`src/rtl/display_scroll_sequencer.sv`:
```
// display_scroll_sequencer: nibble message buffer and scroll scheduler
// feeding the four data inputs of the 4-digit 7-segment display controller.
//
// Ports:
//   i_Clk, i_Rst           clock (rising edge), async active-low reset
//   i_Wr_Valid/i_Wr_Data   append one nibble; o_Wr_Ready accepts it
//   i_Start/i_Stop/i_Clear run control (Clear > Stop > tick > Start > write)
//   o_Datos1..o_Datos4     digit nibbles, o_Datos1 is the leftmost digit
//   o_Busy                 high while scrolling
//   o_Wrap                 one-cycle pulse when the window returns to index 0
//   o_Count                number of stored nibbles
//
// Build option: define SCROLL_ONESHOT_EN to stop after one full pass
// (the wrap advance returns the block to idle).
module display_scroll_sequencer #(
    parameter int unsigned DEPTH    = 16,
    parameter int unsigned TICK_DIV = 25_000_000,
    parameter logic [3:0]  BLANK    = 4'hF
) (
    input  logic                    i_Clk,
    input  logic                    i_Rst,
    input  logic                    i_Wr_Valid,
    input  logic [3:0]              i_Wr_Data,
    output logic                    o_Wr_Ready,
    input  logic                    i_Start,
    input  logic                    i_Stop,
    input  logic                    i_Clear,
    output logic [3:0]              o_Datos1,
    output logic [3:0]              o_Datos2,
    output logic [3:0]              o_Datos3,
    output logic [3:0]              o_Datos4,
    output logic                    o_Busy,
    output logic                    o_Wrap,
    output logic [$clog2(DEPTH):0]  o_Count
);

    localparam int unsigned IW = $clog2(DEPTH);
    localparam int unsigned CW = IW + 1;
    localparam int unsigned PW = $clog2(TICK_DIV);

    localparam logic [PW-1:0] P_LAST  = PW'(TICK_DIV - 1);
    localparam logic [CW-1:0] C_DEPTH = CW'(DEPTH);
    localparam logic [CW-1:0] C_MIN   = CW'(5);

    typedef enum logic {
        S_IDLE,
        S_RUN
    } state_t;

    state_t          state_q, state_d;
    logic [CW-1:0]   cnt_q, cnt_d;
    logic [IW-1:0]   w_q, w_d;
    logic [PW-1:0]   p_q, p_d;
    logic [3:0]      buf_q   [DEPTH];
    logic [3:0]      buf_d   [DEPTH];
    logic [3:0]      datos_q [4];
    logic [3:0]      datos_d [4];
    logic            busy_q, busy_d;
    logic            wrap_q, wrap_d;
    logic            wr_fire;
    logic            tick;

    // Next-state: control, window, prescaler and buffer.
    always_comb begin
        state_d = state_q;
        cnt_d   = cnt_q;
        w_d     = w_q;
        p_d     = p_q;
        buf_d   = buf_q;
        wrap_d  = 1'b0;
        wr_fire = (state_q == S_IDLE) && i_Wr_Valid && (cnt_q < C_DEPTH);
        tick    = (state_q == S_RUN) && (p_q == P_LAST);

        if (i_Clear) begin
            state_d = S_IDLE;
            cnt_d   = '0;
            w_d     = '0;
            p_d     = '0;
        end else if (state_q == S_RUN) begin
            if (i_Stop) begin
                state_d = S_IDLE;
                w_d     = '0;
                p_d     = '0;
            end else if (tick) begin
                p_d = '0;
                if ({1'b0, w_q} == cnt_q - CW'(1)) begin
                    w_d    = '0;
                    wrap_d = 1'b1;
`ifdef SCROLL_ONESHOT_EN
                    state_d = S_IDLE;
`endif
                end else begin
                    w_d = w_q + IW'(1);
                end
            end else begin
                p_d = p_q + PW'(1);
            end
        end else begin
            if (wr_fire) begin
                buf_d[cnt_q[IW-1:0]] = i_Wr_Data;
                cnt_d                = cnt_q + CW'(1);
            end
            // Start sees the count including a same-cycle write.
            if (i_Start && !i_Stop && (cnt_d >= C_MIN)) begin
                state_d = S_RUN;
                w_d     = '0;
                p_d     = '0;
            end
        end

        busy_d = (state_d == S_RUN);
    end

    // Digit window from the next-state values so the outputs
    // change on the same edge as the event that caused them.
    always_comb begin : digit_map
        logic [CW-1:0] s;
        s = '0;
        for (int k = 0; k < 4; k++) begin
            s = {1'b0, w_d} + CW'(k);
            if (s >= cnt_d) begin
                s = s - cnt_d;
            end
            datos_d[k] = (CW'(k) < cnt_d) ? buf_d[s[IW-1:0]] : BLANK;
        end
    end

    always_ff @(posedge i_Clk or negedge i_Rst) begin
        if (!i_Rst) begin
            state_q <= S_IDLE;
            cnt_q   <= '0;
            w_q     <= '0;
            p_q     <= '0;
            busy_q  <= 1'b0;
            wrap_q  <= 1'b0;
            for (int i = 0; i < int'(DEPTH); i++) begin
                buf_q[i] <= '0;
            end
            for (int k = 0; k < 4; k++) begin
                datos_q[k] <= BLANK;
            end
        end else begin
            state_q <= state_d;
            cnt_q   <= cnt_d;
            w_q     <= w_d;
            p_q     <= p_d;
            busy_q  <= busy_d;
            wrap_q  <= wrap_d;
            buf_q   <= buf_d;
            datos_q <= datos_d;
        end
    end

    assign o_Wr_Ready = i_Rst && (state_q == S_IDLE) && (cnt_q < C_DEPTH);
    assign o_Datos1   = datos_q[0];
    assign o_Datos2   = datos_q[1];
    assign o_Datos3   = datos_q[2];
    assign o_Datos4   = datos_q[3];
    assign o_Busy     = busy_q;
    assign o_Wrap     = wrap_q;
    assign o_Count    = cnt_q;

endmodule

```
`config.mk`:
```
export PLATFORM = sky130hd
export DESIGN_NAME = display_scroll_sequencer
export DESIGN_NICKNAME = d
export VERILOG_FILES = /design/src/rtl/display_scroll_sequencer.sv
export SDC_FILE = /design/constraint.sdc
export NUM_CORES = 1
export LEC_CHECK = 0
export ABC_CLOCK_PERIOD_IN_PS = 4800
export CORE_ASPECT_RATIO = 0.8
export CORE_UTILIZATION = 55
export DETAILED_ROUTE_END_ITERATION = 16
export PLACE_DENSITY = 0.81
export SKIP_LAST_GASP = 1
export SLEW_MARGIN = 20
export SYNTH_ARGS = -nofsm -noshare
export SYNTH_HDL_FRONTEND = slang
export SYNTH_SLANG_ARGS = --single-unit
```
`constraint.sdc`:
```
create_clock -name i_Clk -period 4.8 [get_ports i_Clk]
set_input_delay 0.96 -clock i_Clk [delete_from_list [all_inputs] [get_ports i_Clk]]
set_output_delay 0.96 -clock i_Clk [all_outputs]
set_load 0.005 [all_outputs]
```
==> summary.txt, run 1 <==
commonest non-fill, non-tap cell in the layout: mux2i_1
core area: 15000 sq um
warnings from Yosys: 0
first-pass GRT wire length: 39500 microns
Die Ht: 113 microns
Chip Width: 141 microns
status: complete, no violations
Ports: 34
clock buffer depth: 2
dpl cells: 1145
final setup violation count: 0
worst hold path type: reg2reg
Finished Layout Cells: 1192
Tot GR Track Use: 0.328
Routed Antenna Nets: 0
final RePlAce weighted congestion: 0.980
Post-synth EDFFs: 0
layout cells sized above 1: 0.264
standard-cell rows: 40
power density over cell area: 315 nW/um^2
Remaining DRCs: 0
root buf cell: clkbuf_16
diodes inserted: 0
post-layout min period: 4.71 ns
synthesized cell area: 8480 sq um
drt first-iter violations: 976
Worst-Margin Slew: 0.874 ns
#FFs+latches synth: 116
Net Count, Synth: 891
Max Slew Vio Count: 0
# nets final: 1032
Clock transition at path regs: 0.06 ns
hpwl dp: 18500 microns
hold_ws: 0.521 ns
vias per cell: 6.56
synth unique cells: 70
Total Wirelength: 27700 microns
P&R area growth vs syn: 28.8%
initial antenna violation count: 0
drt pass-1 iters: 7
CTS tree: built
FMAX: 212 MHz
Hold Vio Cnt, Final: 0
Max Cap Viol: 0
Critical Path Sink Type: register
Rel. slew slack: 0.415
Post-Synthesis Cells: 849
Starting Density: 0.565
die area: 15900 sq um
ys async rst share: 1.00
Worst VDD drop: 212 uV
Worst-Skew Late Latency: 0.43 ns
IO buf count: 33
Leakage Power: 5.97 nW
post-DR wirelength/cell: 23.3 microns
Fillers: 915
grt total ovfl: 0
crit path DAT: 5.07 ns
Sink Count: 116
Req. time, crit path: 5.16 ns
H-tree levels: 4
mean post-synth cell area: 9.99 sq um
# hold bufs at CTS: 0
Seq/Total Area, Yosys: 0.345
number of buffers created by CTS: 17
worst-path fanout max: 7
Crit Path Class: reg2reg
vias in the first global route: 7103
top_reg_cell synth: dfrtp_1
crit path launch type: register
Vias: 7818
Final period util: 0.981
largest net degree at the start of global routing: 63
most frequent cells in the layout: 178 x mux2i_1, 109 x buf_4, 99 x dfrtp_1, 83 x inv_1, 58 x nor2_1
Clock Skews: 0.00950 ns
## worst max-delay path, stage by stage (launching register included)
cell and delay, ns:
dfrtp_2 0.46, inv_1 0.13, ha_2 0.21, nor3b_2 0.26, xnor2_1 0.16, nand4_1 0.31
a31o_2 0.31, a21o_1 0.18, nand2_2 0.14, inv_2 0.06, buf_4 0.19, a21oi_4 0.17
xnor2_2 0.15, ha_1 0.30, nand2_2 0.07, o21ai_2 0.07, buf_4 0.16, o21ai_4 0.26
buf_6 0.19, mux2i_1 0.30, mux2i_1 0.14, mux2i_1 0.22, o22a_1 0.20
## layer usage
layer	vias up	GRT usage	share of wire
met2	559	0.470	0.43
met1	3821	0.476	0.41
met4	0	0.101	0.038
met5	-	0	0
li1	3329	-	-
met3	109	0.0986	0.12
## final cells by class
cell class              count  area (sq um)  share of cell area
repair buffers            158          1430               0.131
well taps                 189           236              0.0216
multi-input cells         610          5400               0.494
clock buffers              23           478              0.0438
inverters                  87           329              0.0301
clock inverters             9           128              0.0117
flip-flops and latches    116          2920               0.268
## final timing paths
check,depth (start not counted),endpoint,slack [ns],from
max,22,o_Datos4[2],0.09,o_Count[1]
min,1,p_q[5],0.52,p_q[5]
max reg2reg,22,o_Datos4[2],0.09,o_Count[1]
min reg2reg,1,p_q[5],0.52,p_q[5]
max in group asynchronous,3,buf_q[52],2.80,i_Rst
min in group asynchronous,2,buf_q[16],0.72,i_Rst
## registers in the layout, indices dropped and copies added, names as in the netlist
register	flops
o_Datos4	4
o_Datos1	4
p_q	25
o_Wrap	1
buf_q	64
w_q	4
o_Count	5
o_Datos2	4
o_Busy	1
o_Datos3	4
## synth_stat cells (all sizes together) (8+ instances only)
cell	count	area [sq um]
dfrtp	100	2500
nor3	8	40.0
nand2	54	205
nand3	9	45.0
mux4	19	428
inv	87	327
nor2	58	218
a211oi	16	125
xor2	13	114
o22a	10	87.6
o21ai	32	164
mux2i	184	1850
buf	17	118
nand4	9	56.3
a21oi	40	230
and3	9	56.3
dfstp	16	420
xnor2	18	173
ha	28	350
clkbuf	19	71.3
## report_power, final
group	switching [mW]	internal (mW)
sequential	0.0221	1.06
clock	0.472	0.854
combinational	0.565	0.472
total	1.06	2.38
## logic make-up after synthesis
logic type,count (synthesis),share of synthesized area
buf+inv,123,0.0608
fa+ha+maj,32,0.0508
xor+xnor,31,0.0338
simple gates,193,0.114
compound gates,147,0.122
mux,207,0.274
flops,116,0.345
## through the flow
stage | cell area, sq um | utilization | setup slack (ns) | power, mW | TNS [ns]
2_1_floorplan | 8520 | - | 0.00551 | 1.63 | 0
6_report | 10900 | 0.728 | 0.0914 | 3.44 | 0
3_3_place_gp | 9840 | 0.656 | -0.309 | 1.98 | -3.17
4_1_cts | 10500 | 0.697 | -0.0137 | 3.33 | -0.0137
3_5_place_dp | 9840 | 0.656 | -0.430 | 2.00 | -5.74
5_1_grt | 10900 | 0.728 | -0.109 | 3.53 | -0.525
## timing repair
| action | CTS | global route |
|---|---|---|
| setup buffers | 0 | 13 |
| resized for setup | 4 | 63 |
| endpoints found under the setup margin | 8 | 16 |
| pin swaps | 2 | 19 |
| gates cloned | 0 | 2 |
Power figures use the tool's default switching activity.
==> inputs of run 2 (changes only) <==
Settings changed: CORE_MARGIN from default to 1.5.
==> run 2 against run 1 <==
Register-to-register slack got worse by 0.02 ns. Flip-flop and latch count did not move. Die area rose by 1.6%. Clock skew rose by 0.0013 ns. Power rose by 1.5%. Highest routed layer unchanged.
==> summary.txt, run 2 (synthesized netlist as in run 1, its figures left out) <==
status: complete, no violations
setup_tns: 0 ns (unchanged)
worst-path fanout max: 9 (+2)
final setup violation count: 0 (unchanged)
Chip Width: 142 microns (+0.71%)
Worst R2R Setup Slack: 0.08 ns (-0.02 ns)
initial antenna violation count: 0 (unchanged)
die area: 16200 sq um (+1.6%)
Die Ht: 114 microns (+0.88%)
Worst Hold Path EP: p_q[5]
Worst-Skew Late Latency: 0.42 ns (about the same)
layout cells sized above 1: 0.217 (-0.0469)
first-pass GRT wire length: 40400 microns (+2.2%)
crit path launch type: register
vias in the first global route: 7189 (+1.2%)
most frequent cells in the layout: 183 x mux2i_1, 98 x dfrtp_1, 93 x buf_4, 83 x inv_1, 58 x nor2_1
Leakage Power: 5.86 nW (-1.9%)
Finished Layout Cells: 1190 (-0.17%)
FMAX: 212 MHz (-0.32%)
IO buf count: 33 (unchanged)
Ports: 34 (unchanged)
hold path depth: 1 (unchanged)
dpl cells: 1153 (+0.70%)
Vias: 7553 (-3.4%)
R2R cell count: 22 (unchanged)
hpwl dp: 18600 microns (+1.0%)
Max Cap Viol: 0 (unchanged)
Worst VDD drop: 250 uV (+18%)
sw power: 1.03 mW (-3.2%)
Sink Count: 116 (unchanged)
Final Util: 0.704 (-0.0233)
number of buffers created by CTS: 17 (unchanged)
post-layout min period: 4.72 ns (+0.0153 ns)
commonest non-fill, non-tap cell in the layout: mux2i_1
Remaining DRCs: 0 (unchanged)
Clk pwr share: 0.416 (+0.031)
core area: 15100 sq um (+0.33%)
Hold Vio Cnt, Final: 0 (unchanged)
Final period util: 0.984 (+0.00318)
crit path DAT: 5.09 ns (+0.02 ns)
drt first-iter violations: 997 (+2.2%)
Most flops, register: buf_q
diodes inserted: 0 (unchanged)
grt met1 use: 0.450 (-0.0256)
largest net degree at the start of global routing: 55 (-13%)
Largest register FFs: 64 (unchanged)
P&R area growth vs syn: 25.1%
Fillers: 1010 (+10%)
capture point of the worst reg-to-reg path: o_Datos4[0]
sequential power share: 0.310 (-0.003)
drt pass-1 iters: 5 (-2)
Total Wirelength: 26900 microns (-3.1%)
Crit Path Class: reg2reg
vias per cell: 6.35 (-3.2%)
final RePlAce weighted congestion: 1.01 (+2.7%)
Logic pwr share: 0.274 (-0.027)
hold_ws: 0.493 ns (-0.0275 ns)
grt total ovfl: 0 (unchanged)
Critical Path Sink Type: register
worst hold path type: reg2reg
H-tree levels: 4 (unchanged)
met2 global-route usage: 0.484 (+0.0139)
# nets final: 1009 (-2.2%)
clock buffer depth: 2 (unchanged)
HP Start: p_q[5]
root buf cell: clkbuf_16
post-DR wirelength/cell: 22.6 microns (-2.9%)
power density over cell area: 329 nW/um^2 (+4.6%)
Worst-Margin Slew: 0.918 ns (+0.0436 ns)
standard-cell rows: 40 (unchanged)
Rel. slew slack: 0.371 (-0.0448)
FF-to-FF Start: o_Count[1]
Internal Power: 2.47 mW (+3.7%)
Clock Skews: 0.0108 ns (+0.00131 ns)
Routed Antenna Nets: 0 (unchanged)
Clock transition at path regs: 0.05 ns (about the same)
Req. time, crit path: 5.16 ns (about the same)
CTS tree: built
Tot GR Track Use: 0.334 (+0.00553)
M3 GR Usage: 0.128 (+0.0298)
Most Crowded Layer GR: met2
Max Slew Vio Count: 0 (unchanged)
Starting Density: 0.563 (-0.00188)
switching part of the total: 0.293 (-0.0145)
==> run 2: worst max-delay path by stage <==
stage	to	depth (start not counted)	from
after global placement	o_Datos1[2]	18	i_Wr_Valid
after CTS	o_Datos3[1]	21	i_Wr_Valid
after floorplan	o_Datos2[0]	20	i_Wr_Valid
final	o_Datos4[0]	22	o_Count[1]
after detailed placement	o_Datos2[2]	20	i_Wr_Valid
after global routing	o_Datos4[0]	20	o_Count[2]
==> run 2: final cells by class <==
class                           count  area, sq um  share of cell area
Clock buffer                       24          502              0.0473
Timing Repair Buffer              135         1220               0.115
Tap cell                          210          263              0.0248
Clock inverter                      8          169              0.0159
Sequential cell                   116         2930               0.276
Multi-Input combinational cell    610         5200               0.490
Inverter                           87          327              0.0308
==> run 2: stage by stage <==
stage	cell area (sq um)	power [mW]	setup slack, ns
finish	10600	3.50	0.0762
global route	10600	3.59	-0.0762
CTS	10400	3.43	0.0319
detailed placement	9750	1.98	-0.368
global placement	9750	1.96	-0.264
floorplan	8520	1.63	0.00551
==> run 2: critical path, stage by stage (launching register included) <==
cell and delay [ns]:
dfrtp_2 0.47, inv_1 0.13, ha_1 0.21, nor3b_1 0.26
xnor2_1 0.15, nand4_1 0.28, a31o_2 0.30, a21o_1 0.19
nand2_2 0.14, inv_2 0.07, buf_4 0.17, a21oi_4 0.17
xnor2_2 0.15, ha_1 0.28, nand2_1 0.07, o21ai_1 0.09
buf_4 0.18, o21ai_4 0.29, clkbuf_16 0.24, mux2i_1 0.19
mux2i_1 0.15, mux2i_1 0.28, o22a_1 0.20
==> run 2: repair_timing <==
action / CTS / global route
cloned: 0 / 3
endpoints found under the hold margin: 0 / 0
resized for setup: 2 / 19
pin swaps: 1 / 6
setup buffers: 1 / 1
hold buffers: 0 / 0
endpoints found under the setup margin: 4 / 16
==> run 2: metal layers <==
layer / part of all wire / up-vias / wire length [microns]
met5: 0 / - / 0
met1: 0.41 / 3634 / 11000
met2: 0.43 / 518 / 11500
li1: - / 3291 / -
met4: 0.038 / 0 / 1010
met3: 0.13 / 110 / 3400
==> run 2: power by group through the flow <==
| stage | Sequential (mW) | Combinational (mW) | Clock (mW) |
|---|---|---|---|
| finish | 1.08 | 0.959 | 1.45 |
| global route | 1.09 | 1.00 | 1.50 |
| CTS | 1.08 | 0.890 | 1.46 |
| detailed placement | 1.10 | 0.880 | 0 |
| global placement | 1.09 | 0.862 | 0 |
| floorplan | 1.09 | 0.541 | 0 |
